==> src/rtl/a0_trace_fifo.sv <==
// a0_trace_fifo: captures every change of the CPU a0 result into a show-ahead
// FIFO drained over valid/ready. Pushes that arrive while the FIFO is full are
// dropped, and the drops are tracked by a sticky flag and a saturating counter.
//
// Occupancy model:
//   wptr/rptr carry one extra MSB so that "empty" (wptr == rptr) and
//   "full" (wptr - rptr == DEPTH) are distinguished without a separate flag.
//   All status outputs are decoded from the registered pointers only, so
//   out_ready never reaches out_valid combinationally.
module a0_trace_fifo #(
    parameter int DATA_WIDTH = 32,
    parameter int DEPTH      = 16,
    parameter int CNT_WIDTH  = 16
) (
    input  logic                       clk,
    input  logic                       rst,
    input  logic                       en,
    input  logic [DATA_WIDTH-1:0]      a0_in,
    input  logic                       clr_ovf,
    output logic [DATA_WIDTH-1:0]      out_data,
    output logic                       out_valid,
    input  logic                       out_ready,
    output logic [$clog2(DEPTH):0]     level,
    output logic                       full,
    output logic                       overflow,
    output logic [CNT_WIDTH-1:0]       drop_count
);

    localparam int AW = $clog2(DEPTH);
    localparam int PW = AW + 1;

    logic [DATA_WIDTH-1:0] mem [DEPTH];
    logic [PW-1:0]         wptr;
    logic [PW-1:0]         rptr;
    logic [DATA_WIDTH-1:0] prev_a0;
    logic                  first;

    logic                  push_req;
    logic                  pop;
    logic                  push_ok;
    logic                  drop;
    logic                  cnt_sat;

    // Change detector: the first enabled sample after reset always pushes.
    always_comb begin
        push_req = 1'b0;
        if (en) begin
            push_req = first | (a0_in != prev_a0);
        end
    end

    // Status decode from registered pointers, plus push/pop/drop qualification.
    // A push into a full FIFO is accepted when the head is popped the same
    // cycle; the write then lands in the slot being vacated.
    always_comb begin
        level     = wptr - rptr;
        full      = (level == PW'(DEPTH));
        out_valid = (wptr != rptr);
        pop       = out_valid & out_ready;
        push_ok   = push_req & (~full | pop);
        drop      = push_req & full & ~pop;
        cnt_sat   = (drop_count == {CNT_WIDTH{1'b1}});
    end

    // Head is presented combinationally; masked to zero when empty so the
    // output is deterministic out of reset even though the array is not reset.
    always_comb begin
        out_data = '0;
        if (out_valid) begin
            out_data = mem[rptr[AW-1:0]];
        end
    end

    // Sample history for change detection; held while capture is disabled.
    always_ff @(posedge clk or negedge rst) begin
        if (!rst) begin
            prev_a0 <= '0;
            first   <= 1'b1;
        end else if (en) begin
            prev_a0 <= a0_in;
            first   <= 1'b0;
        end
    end

    // Pointer advance for accepted pushes and pops.
    always_ff @(posedge clk or negedge rst) begin
        if (!rst) begin
            wptr <= '0;
            rptr <= '0;
        end else begin
            if (push_ok) begin
                wptr <= wptr + 1'b1;
            end
            if (pop) begin
                rptr <= rptr + 1'b1;
            end
        end
    end

    // Storage array; contents are only meaningful between rptr and wptr.
    always_ff @(posedge clk) begin
        if (push_ok) begin
            mem[wptr[AW-1:0]] <= a0_in;
        end
    end

    // Drop tracking; a drop in the same cycle as a clear restarts the count at 1.
    always_ff @(posedge clk or negedge rst) begin
        if (!rst) begin
            overflow   <= 1'b0;
            drop_count <= '0;
        end else if (drop) begin
            overflow <= 1'b1;
            if (clr_ovf) begin
                drop_count <= CNT_WIDTH'(1);
            end else if (!cnt_sat) begin
                drop_count <= drop_count + 1'b1;
            end
        end else if (clr_ovf) begin
            overflow   <= 1'b0;
            drop_count <= '0;
        end
    end

endmodule

==> config.mk <==
export PLATFORM = sky130hd
export DESIGN_NAME = a0_trace_fifo
export DESIGN_NICKNAME = d
export VERILOG_FILES = /design/src/rtl/a0_trace_fifo.sv
export SDC_FILE = /design/constraint.sdc
export NUM_CORES = 1
export LEC_CHECK = 0
export BUFFER_PORTS_ARGS = -buffer_cell sky130_fd_sc_hd__buf_4
export CAP_MARGIN = 20
export CORE_MARGIN = 10
export CORE_UTILIZATION = 35
export DETAILED_ROUTE_END_ITERATION = 6
export PLACE_DENSITY = 0.49
export SLEW_MARGIN = 20
export SYNTH_ARGS = -nofsm -noshare
export SYNTH_HDL_FRONTEND = slang
export SYNTH_SLANG_ARGS = --single-unit
export TNS_END_PERCENT = 100
==> constraint.sdc <==
create_clock -name clk -period 13.8 [get_ports clk]
set_input_delay 0.69 -clock clk [delete_from_list [all_inputs] [get_ports clk]]
set_output_delay 0.69 -clock clk [all_outputs]
set_load 0.01 [all_outputs]
### After elaboration in Yosys (flattened, before gate mapping)

Memories as Yosys holds them, arrays and structs flattened.
Cells that the tools add are included.

* register bits: 60
* bits in writable memories: 512
* input bits: 37
* output and inout port bits: 56
* logic and storage cells: 36
* memories kept: 1

* add/sub/neg operators: 4
* equality and inequality tests: 5
* multiplexer cells: 10
* bitwise logic cells: 8
* reduce and logical (&&, ||, !) cells: 2

Memories
* mem: depth 16, bits a word 32, read ports 1, clocked after Yosys merged registers in 0, write ports 1, line 32 `logic [DATA_WIDTH-1:0] mem [DEPTH];`

Operators by type and width (count)
* 16-bit 2-to-1 mux: 4
* 32-bit 2-to-1 mux: 1
* 32-bit != test: 1
* 16-bit by 1-bit adder with 16-bit output, second input constant: 1
* 16-bit equality test, second input constant: 1
* 5-bit by 1-bit adder with 5-bit output, second input constant: 2
* 5-bit equality test, second input constant: 1
* 1-bit 2-to-1 mux: 5
* 5-bit != test: 1
* 5-bit subtractor: 1
* 1-bit bitwise AND: 4
* 2-bit != test, second input constant: 1
* 1-bit inverter: 2
* 1-bit bitwise OR: 2
* 2-bit AND reduction: 1
* 2-bit nonzero test: 1

### Logic depth before layout (Yosys ltp)

Gate-level depths: netlist of the first run.

* depth in word-level cells: 7
* gate-level depth with buffers: 12
* depth with buffers taken out: 10

### Least setup slack after synthesis of the first run

OpenSTA, ideal clock, no wires.

* path type: register -> register
* start: register rptr[1]
* end: memory mem[11][0], enable pin
* library setup time: 0.468 ns
* arrival: 5.362 ns
* required time: 13.332 ns
* slack: 7.971 ns
* stages on the path, launching flop included: 13
* buffers on the path: 4
* period minus slack after synthesis: 5.829 ns
* cell sequence: dfrtp_1 > clkbuf_1 > clkbuf_1 > clkbuf_1 > inv_1 > fa_1 > xor2_1 > and4b_1 > o2111ai_2 > buf_2 > and3_1 > nand2_1 > nor3b_1

* word-level cells in the longest chain between the ends: 7
* elaborated cells on any way between the ends: 9
* classes of those cells: add/sub (1); eq/ne (2); mux (2); bitwise (4)

RTL lines
* start, declared: line 34 `logic [PW-1:0] rptr;`
* start signal, assigned: line 95 `rptr <= rptr + 1'b1;`
* 5-bit subtractor: line 56 `level = wptr - rptr;`
* net level[2]: line 23 `output logic [$clog2(DEPTH):0] level,`
* 5-bit equality test: line 57 `full = (level == PW'(DEPTH));`
* 1-bit inverter: line 60 `push_ok = push_req & (~full | pop);`
* 1-bit bitwise OR: line 60
* 1-bit bitwise AND: line 60
* 1-bit 2-to-1 mux: line 102 `if (push_ok) begin`
* 1-bit 2-to-1 mux (not written as such): line 103 `mem[wptr[AW-1:0]] <= a0_in;`
* end, declared: line 32

The timed path passes the listed nets, and every way through them passes these cells.

### Final worst setup path of the first run

* start: register rptr[2]
* end: memory mem[2][17], enable pin

* word-level cells in the longest chain between the ends: 7
* elaborated cells on any way between the ends: 9
* classes of those cells: add/sub (1); eq/ne (2); mux (2); bitwise (4)

RTL lines (line)
* 5-bit subtractor: 56
* 5-bit equality test: 57
* 1-bit inverter: 60
* 1-bit bitwise OR *: 60
* 1-bit bitwise AND *: 60
* 1-bit 2-to-1 mux *: 102
* 1-bit 2-to-1 mux (not written as such) *: 103

Every way passes the cells marked *; elsewhere a longest branch is shown, timed or not.

==> reports/qor.yml, run 1 <==
worst_setup_path:
  startpoint_type: "flip-flop"
  endpoint_kind: "flip-flop"
  worstPathRequired_ns: 14.03
  timing.critical_path.fanout_max: 33
  cp.arrival_ns: 5.22
  worstSetupPathType: "reg -> reg"
finish:
  layout_commonest_cell: "edfxtp_1"
  drive_above_1_share_pct: 33.8
  layout_common_cells: "edfxtp_1 (512), mux4_2 (160), buf_4 (99), clkbuf_16 (61), dfrtp_1 (56)"
  filler_cell_count: 5708
  fin_nets: 1236
  syn2layout_area_growth_pct: 16.4
  finalInstanceArea_um2: 26600
floorplanning:
  rows: 93
  die_w_um: 275
  core_area_um2: 64600
  pin_count: 93
  design.die.area_um2: 75900
  fp.dieH_um: 275
  initial_core_util_pct: 35.4
sta:
  setup_viol: 0
  finalMaxSlewViolations: 0
  finalCritPeriodShare_pct: 36.2
  setup_repair_after_global_routing_missed_its_margin: "no"
  min_clock_period_post_route_ns: 5.00
  slew_headroom_pct: 28.4
  hold_violations: 0
  fmax_mhz: 200
  finalClockSkew_ns: 0.0112
  worst_pin_slew_ns: 1.07
  fin_tns_setup_ns: 0
grt:
  global_route.overflow_total: 0
  first_global_vias: 11600
  total_track_usage_pct: 14.0
  grt_start_max_net_pins: 106
  grt_first_pass_wirelength_um: 78300
  grt_antenna_before_repair: 4
clock_network:
  level_count_of_the_clock_h_tree: 2
  worstSkewPairLatency_ns: 0.61
  tritoncts: "yes"
  post-cts-setup-buffer-count: 0
  cts.root.buffer_cell: "clkbuf_16"
  hold_buf_cts: 0
  ctsResizeCount: 0
  number_of_buffers_created_by_cts: 61
  clock-sinks: 572
  cts-root-to-sink-buffers: 3
  clkTransAtPathRegs_ns: 0.06
synth:
  netlist_area_um2: 22800
  post_synth.cell_area_avg_um2: 21.2
  synthDistinctLibCells: 52
  yosys_warnings: 0
  ys_seq_elements: 572
  synth_nets: 1124
  post_synth_inst_count: 1076
  postSynth.topFlopCell: "edfxtp_1"
  ys_async_sr_fraction_pct: 10.5
  synth-edff-count: 512
  seq_area_frac_synth_pct: 73.9
placement:
  place.detailed.hpwl_um: 30800
  finalWeightedCongestion: 0.733
  area_of_placed_instances_um2: 24500
  port_buffers: 92
drt:
  finalWirelength_um: 53000
  ant_nets: 0
  route.vias.total: 10800
  number_of_detailed_routing_iterations_run_before_antenna_repair: 5
  route.detailed.drc: 0
  post_drt_via_cell_ratio: 5.18
  detailedRoute.firstIterationViolations: 848
  avgRoutedWirePerCell_um: 25.4
min_path:
  hold_class: "in -> async"
run_status:
  run_status: "finished, final reports clean"
power_and_ir_drop:
  irDropWorstVdd_v: 0.000127
  power_leakage_uw: 0.00873
  power_per_cell_area_nw_per_um2: 209
flow_run:
  drv_cap: 0
## worst max-delay path, stage by stage (launching register included)
cell and delay (ns):
dfrtp_2 1.03, inv_1 0.23, ha_1 0.46, xor2_1 0.27, and4b_1 0.26, o2111ai_2 0.58, nand2_1 0.14, nor2_1 0.56
and3_2 1.04
## synthesized netlist by cell type, types with 2 or more instances
library cell  count  area [µm²]
xor2_1           20         175
mux2_2           35         394
o21ai_0           8        40.0
or3_1             8        50.1
buf_2            11        55.1
mux2_4            4        60.1
xnor2_1          19         166
nand3_1          11        55.1
dfrtp_1          59        1480
or4_1             6        45.0
nand3b_1          2        15.0
edfxtp_1        512       15400
clkbuf_1         28         105
nand4_1          13        81.3
a21oi_1           7        35.0
and4_1            2        17.5
ha_1             10         125
buf_1            12        45.0
o31ai_1           3        22.5
mux4_2          160        3600
nor2_1           17        63.8
inv_1            17        63.8
nor3b_1           3        22.5
nand2_1          11        41.3
and2_1            2        12.5
or2b_2            3        26.3
and4bb_2          2        25.0
and3_1           15        93.8
nor2b_1          44         275
nor4_1            6        37.5
nor3_1            5        25.0
## layer usage
metal | GRT usage, % | vias to the layer above | wire [µm]
met5 | 0 | - | 0
met4 | 3.60 | 0 | 932
met3 | 2.56 | 68 | 2720
met2 | 22.5 | 262 | 25700
met1 | 19.4 | 5844 | 23700
li1 | - | 4659 | -
## registers in the layout, summed over array words and instances, names as in the netlist
register    count
drop_count     16
first           1
mem           512
overflow        1
prev_a0        32
rptr            5
wptr            5
## per-stage QoR
stage | instances | utilization (%) | power (µW) | setup WS, ns | hold slack (ns)
6_report | 2090 | 41.2 | 5550 | 8.80 | 0.151
5_1_grt | 2089 | 41.2 | 5820 | 8.49 | 0.198
4_1_cts | 2088 | 41.1 | 5660 | 8.80 | 0.176
3_5_place_dp | 1979 | 38.0 | 3970 | 8.82 | 0.475
3_3_place_gp | 1978 | 37.9 | 3950 | 9.02 | 0.475
2_1_floorplan | 1076 | - | 3270 | 7.97 | 0.394
## final timing paths
kind	startpoint	endpoint	slack, ns	cells after the start
setup / recovery	rptr[2]	mem[2][17]	8.80	8
max in group asynchronous	rst	rptr[0]	13.03	1
hold reg to reg	first	first	0.48	1
setup reg to reg	rptr[2]	mem[2][17]	8.80	8
min in group clk	out_ready	rptr[3]	0.42	3
hold / removal	rst	drop_count[7]	0.15	1
## layout make-up
class,count,area (µm²),area share [%]
clock inverter,37,469,1.76
timing repair buffer,102,811,3.05
sequential,572,16900,63.5
inverter,18,67.6,0.254
clock buffer,72,1570,5.90
tap,855,1070,4.02
multi-input combinational,433,5710,21.5
antenna,1,2.50,0.00941
## power by group
part / switching, µW / internal, µW / leakage [µW]
registers: 126 / 2080 / 0.00536
logic: 829 / 837 / 0.00237
clock network: 662 / 1010 / 0.000993
total: 1620 / 3930 / 0.00873
## cell families after synthesis
logic type               after synthesis  synth area share, %
AND/OR/NAND/NOR                      156                 4.13
XOR/XNOR                              39                 1.50
flip-flops                           572                 73.9
buffers and inverters                 71                 1.28
multiplexers                         199                 17.8
adder cells (fa/ha/maj)               11                0.635
AO/OA/AOI/OAI                         28                0.811
No activity file was read; power rests on OpenSTA's default activity.
==> run 2, diff against run 1 <==
==> constraint.sdc (replaced) <==
create_clock -name clk -period 5 [get_ports clk]
set_input_delay 0.25 -clock clk [delete_from_list [all_inputs] [get_ports clk]]
set_output_delay 0.25 -clock clk [all_outputs]
set_load 0.01 [all_outputs]
==> run 2 against run 1 <==
- critical endpoint is now out_data[28]
- worst hold slack got worse by 0.11 ns
- sequential cell count did not move
- cell count rose by 2.9%
- setup slack got worse by 8.2 ns
- clock power rose to 2.7 times the previous value
- sequential share of layout area fell by 1.2 points
- non-clock buffer count rose by 58
- largest cell class unchanged
- clock-buffer cell count fell by 5
==> reports/qor.yml, run 2 (synthesized netlist as in run 1, its figures left out) <==
run_status:
  run_status: "finished, final reports clean"
clock_network:
  level_count_of_the_clock_h_tree: 2  # unchanged
  worstSkewPairLatency_ns: 0.63  # +0.02 ns
  cts-root-to-sink-buffers: 3  # unchanged
  number_of_buffers_created_by_cts: 60  # -1.6%
  tritoncts: "yes"
  clock-sinks: 572  # unchanged
  clkTransAtPathRegs_ns: 0.06  # about the same
  cts.root.buffer_cell: "clkbuf_16"
power_and_ir_drop:
  power_per_cell_area_nw_per_um2: 570  # +170%
  irDropWorstVdd_v: 0.000289  # +130%
  p_int_uw: 10800  # +170%
  power.clock.fraction_pct: 29.5  # -0.7 points
  switching_share_pct: 30.2  # +1.0 points
  total_switching_power_uw: 4660  # +190%
  power_leakage_uw: 0.00900  # +3.1%
  sequentialPowerShare_pct: 38.5  # -1.3 points
  p_comb_share_pct: 32.0  # +2.0 points
finish:
  fin_nets: 1293  # +4.6%
  syn2layout_area_growth_pct: 18.7
  final_core_utilization_pct: 42.0  # +0.81 points
  layout_commonest_cell: "edfxtp_1"
  count_of_inserted_antenna_diode_cells: 0  # -1
  seq_area_um2: 16900  # unchanged
  multi_input_comb_area_um2: 5730  # +0.22%
  filler_cell_count: 5655  # -0.93%
  flip_flop_count_of_the_largest_register_all_copies_and_words_added: 512  # unchanged
  layout_common_cells: "edfxtp_1 (512), mux4_2 (160), buf_4 (123), clkbuf_16 (60), dfrtp_1 (56)"
  drive_above_1_share_pct: 34.8  # +1.0 points
  layoutNonFillerInstCount: 2151  # +2.9%
placement:
  port_buffers: 92  # unchanged
  finalWeightedCongestion: 0.751  # +2.4%
  place.detailed.hpwl_um: 35100  # +14%
  dpl.cell_count: 2006  # +1.4%
drt:
  route.detailed.drc: 0  # unchanged
  avgRoutedWirePerCell_um: 26.2  # +3.4%
  finalWirelength_um: 56400  # +6.4%
  route.vias.total: 11200  # +3.0%
  ant_nets: 0  # unchanged
  detailedRoute.firstIterationViolations: 1011  # +19%
  number_of_detailed_routing_iterations_run_before_antenna_repair: 5  # unchanged
  post_drt_via_cell_ratio: 5.19  # about the same
worst_setup_path:
  worstPathRequired_ns: 4.75  # -9.28 ns
  worst_r2r_endpoint: "mem[13][28]"
  cp.arrival_ns: 4.17  # -1.05 ns
  worstSetupPathType: "reg -> out"
  endpoint_kind: "primary output"
  worst-r2r-cell-count: 12  # +4
  timing.critical_path.fanout_max: 38  # +15%
  startpoint_type: "flip-flop"
  timing.rr.start: "rptr[0]"
  r2r_slack_ns: 0.98  # -7.82 ns
grt:
  grt_start_max_net_pins: 132  # +25%
  first_global_vias: 11700  # +0.96%
  grt_first_pass_wirelength_um: 83200  # +6.2%
  grt_antenna_before_repair: 4  # unchanged
  total_track_usage_pct: 15.0  # +0.99 points
  global_route.overflow_total: 0  # unchanged
floorplanning:
  fp.dieH_um: 275  # unchanged
  initial_core_util_pct: 35.4  # unchanged
  core_area_um2: 64600  # unchanged
  design.die.area_um2: 75900  # unchanged
  pin_count: 93  # unchanged
  die_w_um: 275  # unchanged
  rows: 93  # unchanged
min_path:
  hold_class: "in -> reg"
  worst_hold_path.num_cells: 1
  whs_endpoint: "mem[8][21]"
  hold_path.startpoint: "a0_in[21]"
sta:
  setup_repair_after_global_routing_missed_its_margin: "no"
  setup_viol: 0  # unchanged
  min_clock_period_post_route_ns: 4.42
  worst_pin_slew_ns: 0.962  # -0.111 ns
  hold_violations: 0  # unchanged
  finalMaxSlewViolations: 0  # unchanged
  fin_tns_setup_ns: 0  # unchanged
  finalClockSkew_ns: 0.0283  # +0.0171 ns
  finalCritPeriodShare_pct: 88.5
  fmax_mhz: 226
  slew_headroom_pct: 35.8  # +7.4 points
flow_run:
  drv_cap: 0  # unchanged
## run 2: cell count changes in the layout (fill, tap and decap cells not counted), moves of 2 or more
cell	delta
clkbuf_1	-4
buf_4	+24
clkinv_4	+3
clkinvlp_4	+3
dlygate4sd3_1	+32
buf_12	+2
bufinv_16	-2
clkinv_2	+3
## run 2: timing repair
action,CTS,global route
setup buffers,0,0
endpoints found under the hold margin,467,0
hold buffers,32,0
setup endpoints to repair,0,1
gates resized for setup,0,1
## run 2: routing by layer
metal | up-vias | part of all wire, % | GRT usage [%]
met5 | - | 0.023 | 0
met4 | 2 | 1.8 | 3.31
met3 | 70 | 5.7 | 3.62
met2 | 257 | 45 | 22.7
met1 | 6039 | 47 | 21.7
li1 | 4786 | - | -
## run 2: area by class of cell
type,count,share of cell area [%]
repair buffers,160,4.92
inverters,18,0.249
multi-input cells,433,21.1
clock buffers,67,5.64
well taps,855,3.95
clock inverters,46,1.84
flip-flops and latches,572,62.3
## run 2: worst max-delay path by stage
stage,startpoint,end
final,rptr[0],out_data[28]
after global routing,rptr[0],out_data[28]
after CTS,rptr[0],out_data[28]
after detailed placement,rptr[0],out_data[13]
after global placement,rptr[0],out_data[28]
after floorplan,rptr[1],mem[7][0]
## run 2: worst max-delay path: stages (launching register included)
cell and delay (ns):
dfrtp_4 0.77, buf_4 0.68, buf_6 0.57, mux4_2 0.63, mux4_2 0.55, nor2b_1 0.16, buf_4 0.15
## run 2: power groups by stage
| stage | Clock (µW) | Combinational, µW | Sequential, µW |
|---|---|---|---|
| after detailed placement | 0 | 5080 | 6060 |
| after floorplan | 0 | 3090 | 5930 |
| final | 4560 | 4950 | 5950 |
| after CTS | 4670 | 5110 | 5970 |
| after global routing | 4880 | 5340 | 6010 |
| after global placement | 0 | 5080 | 6060 |
## run 2: per-stage QoR
step                total power [µW]  setup slack, ns  hold slack (ns)  cell area [µm²]
floorplan                       9020            0.149          -0.0456            22900
global placement               11100            0.815            0.400            24800
finish                         15500            0.577           0.0434            27100
detailed placement             11100            0.818            0.394            24800
CTS                            15700            0.121         0.000636            27100
global route                   16200            0.228           0.0145            27100
==> run 3, diff against run 2 <==
--- a/config.mk
+++ b/config.mk
@@ -5,10 +5,12 @@
 export SDC_FILE = /design/constraint.sdc
 export NUM_CORES = 1
 export LEC_CHECK = 0
+export ABC_AREA = 1
 export BUFFER_PORTS_ARGS = -buffer_cell sky130_fd_sc_hd__buf_4
 export CAP_MARGIN = 20
 export CORE_MARGIN = 10
 export CORE_UTILIZATION = 35
+export CTS_CLUSTER_SIZE = 10
 export DETAILED_ROUTE_END_ITERATION = 6
 export PLACE_DENSITY = 0.49
 export SLEW_MARGIN = 20
==> run 3 against run 2 <==
- synthesized cell count up 72%
- utilization decreased by 0.56 points
- die area increased by 1.8%
- global-route usage increased by 1.2 points
- sequential cell count is the same
- worst hold slack got worse by 0.019 ns
==> reports/qor.yml, run 3 <==
sta:
  hold_violations: 0  # unchanged
  fmax_mhz: 246  # +8.9%
  setup_viol: 0  # unchanged
  worst_pin_slew_ns: 1.03  # +0.0639 ns
  slew_headroom_pct: 31.6  # -4.3 points
  finalClockSkew_ns: 0.0287  # +0.000388 ns
  setup_repair_after_global_routing_missed_its_margin: "no"
  min_clock_period_post_route_ns: 4.06  # -0.363 ns
  fin_tns_setup_ns: 0  # unchanged
  finalCritPeriodShare_pct: 81.2  # -7.3 points
  worst_hold_slack_ns: 0.0240  # -0.0194 ns
  finalMaxSlewViolations: 0  # unchanged
worst_setup_path:
  worstPathRequired_ns: 4.75  # about the same
  timing.critical_path.fanout_max: 161  # +320%
  startpoint_type: "flip-flop"
  worstSetupPathType: "reg -> out"
  endpoint_kind: "primary output"
  cp.arrival_ns: 3.81  # -0.36 ns
floorplanning:
  die_w_um: 278  # +0.92%
  initial_core_util_pct: 35.4  # about the same
  design.die.area_um2: 77300  # +1.8%
  fp.dieH_um: 278  # +0.92%
  rows: 94  # +1.1%
  pin_count: 93  # unchanged
  core_area_um2: 65900  # +2.0%
clock_network:
  cts.root.buffer_cell: "clkbuf_16"
  cts-root-to-sink-buffers: 3  # unchanged
  ctsResizeCount: 0  # unchanged
  hold_buf_cts: 22  # -31%
  post-cts-setup-buffer-count: 0  # unchanged
  clock-sinks: 572  # unchanged
  number_of_buffers_created_by_cts: 68  # +13%
  tritoncts: "yes"
  clkTransAtPathRegs_ns: 0.05  # about the same
  level_count_of_the_clock_h_tree: 3  # +1
  worstSkewPairLatency_ns: 0.60  # -0.03 ns
synth:
  ys_seq_elements: 572  # unchanged
  netlist.area_leader.share_pct: 66.0  # -1.3 points
  ys_async_sr_fraction_pct: 10.5  # unchanged
  synth-edff-count: 512  # unchanged
  yosys_warnings: 0  # unchanged
  post_synth_inst_count: 1846  # +72%
  synthDistinctLibCells: 37  # -29%
  synth_area_leader_cell: "edfxtp_1"
  netlist_area_um2: 23300  # +2.0%
  postSynth.topFlopCell: "edfxtp_1"
  seq_area_frac_synth_pct: 72.4  # -1.4 points
  synth_nets: 1894  # +69%
  most_repeated_cell_in_the_gate_level_netlist_after_synthesis: "edfxtp_1"
  ys_top_cells_by_area: "edfxtp_1 (66%), dfrtp_1 (6.3%), o21ai_0 (6.1%), nor2_1 (4.6%), nand2_1 (2.8%)"
  post_synth.cell_area_avg_um2: 12.6  # -41%
  netlist_top_cells_count: "edfxtp_1 (512), nor2_1 (285), o21ai_0 (283)"
power_and_ir_drop:
  totalPowerFinal_uw: 15700  # +1.8%
  power_per_cell_area_nw_per_um2: 577  # +1.1%
  irDropWorstVdd_v: 0.000495  # +71%
  power_leakage_uw: 0.00924  # +2.7%
min_path:
  hold_class: "in -> reg"
grt:
  grt_start_max_net_pins: 162  # +23%
  first_global_vias: 15000  # +28%
  global_route.overflow_total: 0  # unchanged
  total_track_usage_pct: 16.2  # +1.2 points
  grt_antenna_before_repair: 1  # -3
  grt_first_pass_wirelength_um: 97000  # +17%
drt:
  number_of_detailed_routing_iterations_run_before_antenna_repair: 5  # unchanged
  finalWirelength_um: 63800  # +13%
  route.detailed.drc: 0  # unchanged
  ant_nets: 0  # unchanged
  avgRoutedWirePerCell_um: 22.2  # -15%
  post_drt_via_cell_ratio: 5.23  # +0.88%
  route.vias.total: 15000  # +35%
  detailedRoute.firstIterationViolations: 1119  # +11%
run_status:
  run_status: "finished, final reports clean"
finish:
  flip_flop_count_of_the_largest_register_all_copies_and_words_added: 512  # unchanged
  seq_area_um2: 16900  # unchanged
  layout_common_cells: "edfxtp_1 (512), o21ai_0 (283), nor2_1 (283), nand2_1 (176), buf_4 (131)"
  drive_above_1_share_pct: 13.6  # -21 points
  fin_nets: 2006  # +55%
  final_core_utilization_pct: 41.4  # -0.56 points
  filler_cell_count: 6181  # +9.3%
  layout_commonest_cell: "edfxtp_1"
  multi_input_comb_area_um2: 5720  # about the same
  syn2layout_area_growth_pct: 17.1
placement:
  port_buffers: 92  # unchanged
  finalWeightedCongestion: 0.790  # +5.1%
  place.detailed.hpwl_um: 36000  # +2.8%
flow_run:
  drv_cap: 0  # unchanged
-- run 3: cell types whose count changed after synthesis, moves of 17 or more --
cell,before,now
nand3_1,11,44
nand2_1,11,176
mux2_2,35,12
inv_1,17,71
clkbuf_1,28,76
o221ai_1,0,53
nor2_1,17,285
o22ai_1,0,77
mux4_2,160,0
a31oi_1,1,32
o21ai_0,8,283
nor2b_1,44,0
buf_2,11,28
-- run 3: worst max-delay path, stage by stage (launching register included) --
cell	delay, ns
dfrtp_4	0.47
buf_12	0.52
buf_4	0.92
o21ai_0	0.21
o221ai_1	0.34
nand3_1	0.16
a31oi_1	0.30
buf_4	0.19
-- run 3: path summary, 6_finish.rpt --
path / start / endpoint / slack [ns] / cells after the start
setup reg to reg: wptr[0] / mem[15][0] / 1.55 / 12
max in group asynchronous: rst / rptr[0] / 3.99 / 2
min in group asynchronous: rst / prev_a0[22] / 0.30 / 2
hold reg to reg: first / first / 0.44 / 2
setup / recovery: rptr[0] / out_data[25] / 0.94 / 7
hold / removal: a0_in[21] / mem[15][21] / 0.02 / 1
-- run 3: area by class of cell --
| cell class | count | area share (%) |
|---|---|---|
| sequential | 572 | 61.9 |
| clock buffer | 113 | 7.09 |
| multi-input combinational | 1083 | 21.0 |
| antenna | 1 | 0.00917 |
| clock inverter | 8 | 0.239 |
| tap | 864 | 3.96 |
| inverter | 76 | 1.07 |
| timing repair buffer | 157 | 4.73 |
-- run 3: power breakdown --
part	internal [µW]	switching, µW
clock network	2640	1890
registers	5690	138
logic	1700	3670
-- run 3: metal layers --
layer | global-route usage (%) | vias to the layer above | part of all wire, %
met2 | 26.4 | 353 | 47
li1 | - | 6995 | -
met4 | 4.69 | 0 | 2.3
met3 | 2.95 | 107 | 4.6
met5 | 0 | - | 0
met1 | 21.9 | 7580 | 46
-- run 3: stage by stage --
| step | setup WS [ns] | cells | cell area (µm²) |
|---|---|---|---|
| finish | 0.940 | 2874 | 27300 |
| global route | 0.643 | 2874 | 27300 |
| CTS | 0.928 | 2873 | 27300 |
| detailed placement | 1.56 | 2730 | 25100 |
| global placement | 1.58 | 2729 | 25000 |
| floorplan | 0.166 | 1846 | 23300 |
-- run 3: logic make-up (layout without fill, tap and decap cells) --
family	Yosys count	after routing	share of synthesized area, %
mux	12	12	0.580
compound gates	476	476	11.9
buf+inv	191	354	3.37
other cells	0	1	0
xor+xnor	30	30	1.13
simple gates	554	554	9.93
fa+ha+maj	11	11	0.623
flops	572	572	72.4
